<file path="src/rtl/rx_frame_controller.sv">
// ============================================================================
//  Module      : rx_frame_controller
//  Description : Framed UART receive sequencer (header, length, payload,
//                checksum) with a local payload buffer held until acknowledged.
//                Optional statistics counters enabled by RX_FRAME_STATS_EN.
//  Revision    : 1.0 - initial release
// ============================================================================
`default_nettype none

module rx_frame_controller #(
    parameter int         MAX_LEN     = 16,
    parameter int         TIMEOUT_CYC = 50000,
    parameter logic [7:0] HEADER      = 8'hAA
) (
    input  logic        CLK,
    input  logic        RST,
    input  logic        RX_Done_Sig,
    input  logic [7:0]  RX_Data,
    output logic        RX_En_Sig,
    output logic        Frame_Valid,
    output logic [7:0]  Frame_Len,
    input  logic [7:0]  Rd_Addr,
    output logic [7:0]  Rd_Data,
    input  logic        Frame_Ack,
    output logic        Err_Sig,
    output logic [1:0]  Err_Code,
    output logic [15:0] Good_Cnt,
    output logic [15:0] Err_Cnt
);

    localparam int           c_AW      = (MAX_LEN > 1) ? $clog2(MAX_LEN) : 1;
    localparam int           c_TMO_W   = (TIMEOUT_CYC > 1) ? $clog2(TIMEOUT_CYC) : 1;
    localparam logic [c_TMO_W-1:0] c_TMO_MAX = c_TMO_W'(TIMEOUT_CYC - 1);
    localparam logic [8:0]   c_MAX_LEN = 9'(MAX_LEN);

    localparam logic [1:0]   c_ERR_LEN  = 2'b01;
    localparam logic [1:0]   c_ERR_TMO  = 2'b10;
    localparam logic [1:0]   c_ERR_CSUM = 2'b11;

    localparam logic [2:0]   c_ST_IDLE    = 3'd0;
    localparam logic [2:0]   c_ST_LEN     = 3'd1;
    localparam logic [2:0]   c_ST_PAYLOAD = 3'd2;
    localparam logic [2:0]   c_ST_CSUM    = 3'd3;
    localparam logic [2:0]   c_ST_HOLD    = 3'd4;

    logic [2:0]         r_state;
    logic [2:0]         w_state_nxt;
    logic [7:0]         r_len;
    logic [7:0]         r_idx;
    logic [7:0]         r_csum;
    logic [c_TMO_W-1:0] r_tmo_cnt;
    logic [7:0]         r_frame_len;
    logic               r_err_sig;
    logic [1:0]         r_err_code;
    logic [7:0]         r_rd_data;
    logic [7:0]         r_buf [MAX_LEN];

    logic               w_in_frame;
    logic               w_tmo;
    logic               w_err_evt;
    logic [1:0]         w_err_code;
    logic               w_good_evt;
    logic               w_wr_en;

    assign w_in_frame = (r_state == c_ST_LEN) || (r_state == c_ST_PAYLOAD) ||
                        (r_state == c_ST_CSUM);
    // A byte arriving in the expiry cycle takes priority over the timeout.
    assign w_tmo      = w_in_frame && !RX_Done_Sig && (r_tmo_cnt == c_TMO_MAX);

    always_comb begin
        w_state_nxt = r_state;
        w_err_evt   = 1'b0;
        w_err_code  = 2'b00;
        w_good_evt  = 1'b0;
        w_wr_en     = 1'b0;
        case (r_state)
            c_ST_IDLE: begin
                if (RX_Done_Sig && (RX_Data == HEADER)) begin
                    w_state_nxt = c_ST_LEN;
                end
            end
            c_ST_LEN: begin
                if (RX_Done_Sig) begin
                    if ({1'b0, RX_Data} > c_MAX_LEN) begin
                        w_err_evt   = 1'b1;
                        w_err_code  = c_ERR_LEN;
                        w_state_nxt = c_ST_IDLE;
                    end else if (RX_Data == 8'd0) begin
                        w_state_nxt = c_ST_CSUM;
                    end else begin
                        w_state_nxt = c_ST_PAYLOAD;
                    end
                end
            end
            c_ST_PAYLOAD: begin
                if (RX_Done_Sig) begin
                    w_wr_en = 1'b1;
                    if (r_idx == (r_len - 8'd1)) begin
                        w_state_nxt = c_ST_CSUM;
                    end
                end
            end
            c_ST_CSUM: begin
                if (RX_Done_Sig) begin
                    if (RX_Data == r_csum) begin
                        w_good_evt  = 1'b1;
                        w_state_nxt = c_ST_HOLD;
                    end else begin
                        w_err_evt   = 1'b1;
                        w_err_code  = c_ERR_CSUM;
                        w_state_nxt = c_ST_IDLE;
                    end
                end
            end
            c_ST_HOLD: begin
                if (Frame_Ack) begin
                    w_state_nxt = c_ST_IDLE;
                end
            end
            default: begin
                w_state_nxt = c_ST_IDLE;
            end
        endcase
        if (w_tmo) begin
            w_err_evt   = 1'b1;
            w_err_code  = c_ERR_TMO;
            w_state_nxt = c_ST_IDLE;
        end
    end

    always_ff @(posedge CLK) begin
        if (RST) begin
            r_state     <= c_ST_IDLE;
            r_len       <= 8'd0;
            r_idx       <= 8'd0;
            r_csum      <= 8'd0;
            r_tmo_cnt   <= '0;
            r_frame_len <= 8'd0;
            r_err_sig   <= 1'b0;
            r_err_code  <= 2'b00;
            r_rd_data   <= 8'd0;
        end else begin
            r_state   <= w_state_nxt;
            r_err_sig <= w_err_evt;
            if (w_err_evt) begin
                r_err_code <= w_err_code;
            end
            if ((r_state == c_ST_LEN) && RX_Done_Sig) begin
                r_len  <= RX_Data;
                r_csum <= RX_Data;
                r_idx  <= 8'd0;
            end
            if (w_wr_en) begin
                r_csum <= r_csum + RX_Data;
                r_idx  <= r_idx + 8'd1;
            end
            if (w_good_evt) begin
                r_frame_len <= r_len;
            end
            // Counter is held at zero outside a frame, which also clears it on entry to LEN.
            if (w_in_frame && !RX_Done_Sig && !w_tmo) begin
                r_tmo_cnt <= r_tmo_cnt + 1'b1;
            end else begin
                r_tmo_cnt <= '0;
            end
            if ({1'b0, Rd_Addr} < c_MAX_LEN) begin
                r_rd_data <= r_buf[Rd_Addr[c_AW-1:0]];
            end else begin
                r_rd_data <= 8'd0;
            end
        end
    end

    // Payload storage carries no reset; writes occur only while receiving payload.
    always_ff @(posedge CLK) begin
        if (w_wr_en && ({1'b0, r_idx} < c_MAX_LEN)) begin
            r_buf[r_idx[c_AW-1:0]] <= RX_Data;
        end
    end

`ifdef RX_FRAME_STATS_EN
    logic [15:0] r_good_cnt;
    logic [15:0] r_err_cnt;

    always_ff @(posedge CLK) begin
        if (RST) begin
            r_good_cnt <= 16'd0;
            r_err_cnt  <= 16'd0;
        end else begin
            if (w_good_evt && (r_good_cnt != 16'hFFFF)) begin
                r_good_cnt <= r_good_cnt + 16'd1;
            end
            if (w_err_evt && (r_err_cnt != 16'hFFFF)) begin
                r_err_cnt <= r_err_cnt + 16'd1;
            end
        end
    end

    assign Good_Cnt = r_good_cnt;
    assign Err_Cnt  = r_err_cnt;
`else
    assign Good_Cnt = 16'd0;
    assign Err_Cnt  = 16'd0;
`endif

    assign RX_En_Sig   = (r_state != c_ST_HOLD);
    assign Frame_Valid = (r_state == c_ST_HOLD);
    assign Frame_Len   = r_frame_len;
    assign Rd_Data     = r_rd_data;
    assign Err_Sig     = r_err_sig;
    assign Err_Code    = r_err_code;

endmodule

`default_nettype wire

</file>
<file path="config.mk">
export PLATFORM = sky130hd
export DESIGN_NAME = rx_frame_controller
export DESIGN_NICKNAME = d
export VERILOG_FILES = /design/src/rtl/rx_frame_controller.sv
export SDC_FILE = /design/constraint.sdc
export NUM_CORES = 1
export LEC_CHECK = 0
export CAP_MARGIN = 20
export CORE_MARGIN = 1.5
export CORE_UTILIZATION = 35
export CTS_CLUSTER_DIAMETER = 120
export DETAILED_ROUTE_END_ITERATION = 12
export DONT_BUFFER_PORTS = 1
export GPL_TIMING_DRIVEN = 0
export HOLD_SLACK_MARGIN = 0.12
export PLACE_DENSITY = 0.49
export RECOVER_POWER = 50
export SETUP_SLACK_MARGIN = 0.2
export SYNTH_ARGS = -nofsm -noshare
export SYNTH_HDL_FRONTEND = slang
export SYNTH_SLANG_ARGS = --single-unit
</file>
<file path="constraint.sdc">
create_clock -name CLK -period 2.2 [get_ports CLK]
set_clock_uncertainty 0.15 [all_clocks]
set_input_delay 0.44 -clock CLK [delete_from_list [all_inputs] [get_ports CLK]]
set_output_delay 0.44 -clock CLK [all_outputs]
set_load 0.01 [all_outputs]
</file>
# Yosys cells after proc, flatten, opt, wreduce, memory -nomap -nowiden
# Memory sizes are Yosys's and may differ from the RTL's. A register that Yosys moved wholly into a read port is not among the register bits.
# Cells that the tools add are included.
[totals]
output_inout_bits = 53
n_memories = 1
wordCells = 83
reg_bits = 54
ram_bits = 128
[memory_table]
columns = ["name", "words", "width", "read_ports", "rd_clocked_by_memory_dff", "wr", "line_no", "source"]
rows = [
  ["r_buf", 16, 8, 1, 1, 1, "56", "logic [7:0] r_buf [MAX_LEN];"],
]
[classes]
addsub = 4
bitwise_logic = 2
order_cmp = 3
n_reduce_logical = 17
eq_ne = 15
n_mux = 33
[op_table]
columns = ["cell", "n"]
rows = [
  ["$mux W8", 4],
  ["$mux W3", 7],
  ["$add A16 B1 Y16 const B", 1],
  ["$eq A16 B16 Y1 const B", 1],
  ["$eq A8 B8 Y1", 2],
  ["$lt A8 B5 Y1 const B", 2],
  ["$mux W1", 15],
  ["$pmux W3 S5", 1],
  ["$add A8 B1 Y8 const B", 1],
  ["$add A8 B8 Y8", 1],
  ["$eq A8 B8 Y1 const B", 1],
  ["$gt A8 B5 Y1 const B", 1],
  ["$logic_not A8 Y1", 1],
  ["$mux W2", 4],
  ["$ne A2 B2 Y1 const B", 4],
  ["$sub A8 B1 Y8 const B", 1],
  ["$eq A3 B2 Y1 const B", 2],
  ["$logic_and A1 B1 Y1", 6],
  ["$reduce_and A6 Y1", 1],
  ["$reduce_or A2 Y1", 3],
  ["$ne A2 B1 Y1 const B", 2],
  ["$pmux W2 S2", 1],
  ["$eq A3 B1 Y1 const B", 1],
  ["$eq A3 B3 Y1 const B", 1],
  ["other kinds (7)", 10],
]

# Logic depth before layout (Yosys ltp)
[logic_depth]
ltp_word = 9
depth_mapped = 9
ltp_nobuf = 9

# Worst setup path before layout
# No wires, ideal clock.
[synth_timing]
path_type = "input -> register"
start = "input port Rd_Addr[0]"
end = "register r_rd_data[0] (netlist: Rd_Data[0]), read port of r_buf"
cell_stages = 5
path_slack_ns = -0.053
arrival_ns = 1.981
setup_time_ns = 0.122
t_required_ns = 1.928
n_path_buf = 2
cell_sequence = "clkbuf_1 -> buf_4 -> mux4_2 -> mux4_2 -> nor2b_1"
[synth_between]
elab_chain_cells = 3
[synth_lines]
columns = ["element", "line_no", "source"]
rows = [
  ["start, declared", "22", "input logic [7:0] Rd_Addr,"],
  ["$lt A8 B5 Y1", "166", "if ({1'b0, Rd_Addr} < c_MAX_LEN) begin"],
  ["$not A1 Y1 (no source line)", "--", ""],
  ["$reduce_or A2 Y1 (no source line)", "--", ""],
  ["end, declared", "55", "logic [7:0] r_rd_data;"],
]
# Several ways; a longest one is shown, not always the timed one.
# A chain may end at the register's enable or synchronous reset.

# Worst setup path after layout
[layout_timing]
start = "register r_len[2]"
end = "register r_state[0]"
[layout_between]
elab_chain_cells = 4
[layout_lines]
columns = ["element", "line_no", "source"]
rows = [
  ["start, declared", "48", "logic [7:0] r_len;"],
  ["start signal, assigned", "149", "r_len <= RX_Data;"],
  ["$sub A8 B1 Y8", "98", "if (r_idx == (r_len - 8'd1)) begin"],
  ["$eq A8 B8 Y1", "98", ""],
  ["$ne A2 B1 Y1 (no source line)", "--", ""],
  ["$reduce_and A6 Y1 (no source line)", "--", ""],
  ["end signal, assigned", "133", "r_state <= c_ST_IDLE;"],
  ["end signal, assigned", "143", "r_state <= w_state_nxt;"],
  ["end, declared", "46", "logic [2:0] r_state;"],
]
# No other way between the ends.

==> out/metrics.cfg <==
[synthesis]
synth_largest_area_cell=edfxtp_1
avgSynthCellArea_um2=13.7
yosys_warnings=0
synth_edf_count=128
ys_ff_latch=190
synth_top_area_share_pct=46.3
synthCells=605
synthTopCellsByArea=edfxtp_1 (46%), dfxtp_1 (15%), mux4_2 (11%)
synth-seq-area-share_pct=61.2
ys_async_sr_fraction_pct=0
ys_types=64
synth_flop_cell=edfxtp_1
synth_area_mm2=0.00830

[cells_and_area]
nFillCells=2183
seq_area_mm2=0.00509
mostFrequentLayoutCells=edfxtp_1 (128), dfxtp_1 (55), nor2_1 (43)
fin_nets=710
layout_commonest_cell=edfxtp_1
final_cell_count_no_fill=1009
area_delta_synth_final_pct=20.8
utilization_pct=42.8
multi_input_area_mm2=0.00316
drive_above_1_share_pct=27.1

[die]
start_util_pct=35.5
die_area_mm2=0.0247
ioPinCount=73
core_area_mm2=0.0234
die_y_um=157
die_x_um=157
num_rows=56

[clock_tree]
htreeDepth=4
clock-sinks=190
cts_tree=done
clk_root_buffer_cell=clkbuf_16
cts_made_buffers=17
clk_latency_ps=430
clkTransAtPathRegs_ps=80
clockBufferDepth=2

[setup_path]
cp_max_fo=2
crit_path_start_kind=flip-flop
cp-end-kind=flip-flop
worstReg2RegEnd=r_state[0]
timing.rr.start=r_len[2]
crit_arrival_ps=2230
crit_chain=buf_6 > or3_4 > or4_4 > xnor2_2 > a41o_1 > o211ai_1 > o21bai_1
reg2reg_depth=7
cp_slowest_cell=or4_4
cpPeakStageDelay_ps=430
r2r_setup_slack_ps=130
path_class=flip-flop to flip-flop
worstPathRequired_ps=2360

[pwr]
p_clk_share_pct=44.8
power.switching_uw=1620
internal_power_uw=5920
p_per_area_mw_per_mm2=752
p_leak_uw=0.00332
ir_worst_vdd_mv=0.416
total_power_uw=7540
seq_power_share_pct=50.5
switching_share_pct=21.5
combPwrFrac_pct=4.7

[run]
cap_violations=0

[sta]
layout_min_cycle_time_ps=2070
fmax_mhz=483
rsz0062_at_grt=yes
period_share_pct=94.2
hold_viol_final=0
setup_viol=0
whs_ps=136
slew_headroom_pct=39.8
final_max_slew_viol_count=0
worst_slew_pin_slew_ps=900
fin_ws_ps=128

[status]
status=complete, no violations

[worst_hold_path]
whs_path_depth=2
hold_path_class=primary input to flip-flop
hold_start=RX_Data[6]
min_to=r_csum[6]

[placed_design]
hpwl_um=12400
numPortBuffers=0
place_ws_ps=-390
dp.cells=955
gp_congestion=0.787

[drt]
first_pass_iters=4
wl_per_cell_um=18.9
route.detailed.drc=0
drtIter0Drc=247
viasPerCell=4.89
wirelength_um=19000
vias=4936
ant_nets=0

[global_route]
grt_pass1_vias=4930
grt_pass1_wl_um=28900
grt_antenna_before_repair=1
grt_max_degree=19
overflow=0
grt_util_all_layers_pct=16.2

## cell usage after synthesis, types with 3 or more instances
library cell,count
xnor2_1,18
and3_1,5
dfxtp_1,62
or4_1,3
buf_4,35
mux4_2,40
a21oi_1,24
nand2_1,37
nor2b_1,12
a31oi_1,5
or3_1,7
nor3_1,16
nor3b_1,3
buf_2,3
o21ai_0,14
mux2i_1,9
edfxtp_1,128
o21a_1,3
nor2_1,47
nor4_1,3
nor4b_1,3
inv_1,14
nand3_1,9
clkbuf_1,16
a22oi_1,7
and2_1,15
ha_1,13
xor2_1,7
buf_1,5
nand4_1,4
## metal layers
| metal | part of all wire, % | global-route usage [%] |
|---|---|---|
| met3 | 4.8 | 4.38 |
| met2 | 50 | 27.5 |
| met4 | 1.5 | 4.54 |
| met1 | 44 | 20.4 |
| met5 | 0 | 0 |
## sequential cells by signal, indices dropped and copies added (netlist names)
signal     flops
Err_Code       2
r_tmo_cnt     16
Rd_Data        8
r_len          8
Err_Sig        1
r_idx          8
Frame_Len      8
r_csum         8
r_buf        128
r_state        3
## worst max-delay path by stage
stage	startpoint	end	depth (start not counted)
floorplan	r_state[1]	r_buf[10][0]	6
global placement	r_state[1]	r_buf[7][7]	6
detailed placement	r_state[1]	r_buf[7][7]	6
CTS	r_len[2]	r_state[0]	7
global route	r_tmo_cnt[0]	r_tmo_cnt[8]	7
finish	r_len[2]	r_state[0]	7
## power by group through the flow
stage,combinational (uW),clock (uW),sequential (uW)
floorplan,241,0,3890
global placement,289,0,3890
detailed placement,292,0,3890
CTS,357,3430,3810
global route,384,3580,3810
finish,355,3380,3810
## critical path, delay by kind of cell (launching register included)
family | cells | cell delay (ps)
and+or+nand+nor | 2 | 790
DFF | 1 | 320
buffers and inverters | 1 | 110
xor gates and xnor gates | 1 | 150
AOI/OAI and AO/OA | 3 | 440
## cell families after synthesis
kind of cell    count (synthesis)  share of synthesized area (%)
simple gates                  180                           11.2
xor+xnor                       26                           2.92
other cells                     1                         0.0452
compound gates                 70                           5.30
fa+ha+maj                      14                           2.20
buf+inv                        74                           5.06
flops                         190                           61.2
mux                            50                           12.1
## metrics by stage
step | cell area (um2) | setup TNS [ps]
2_1_floorplan | 8570 | 0
3_3_place_gp | 8970 | -39690
3_5_place_dp | 8970 | -42420
4_1_cts | 9970 | 0
5_1_grt | 10000 | 0
6_report | 10000 | 0
## what timing repair did
item / 4_1_cts / 5_1_grt
endpoints found under the hold margin: 147 / 0
hold buffers: 11 / 0
setup buffers: 9 / 1
setup endpoints to repair: 163 / 166
resized for setup: 54 / 24
pin swaps: 14 / 9
## area by class of cell
| cell class | count | share of cell area [%] |
|---|---|---|
| Multi-Input combinational cell | 372 | 31.5 |
| Clock inverter | 15 | 2.30 |
| Clock buffer | 17 | 4.24 |
| Sequential cell | 190 | 50.8 |
| Antenna cell | 1 | 0.0250 |
| Inverter | 14 | 0.524 |
| Tap cell | 319 | 3.98 |
| Buffer | 60 | 4.58 |
| Timing Repair Buffer | 21 | 2.01 |
(Power assumes the default switching activity.)
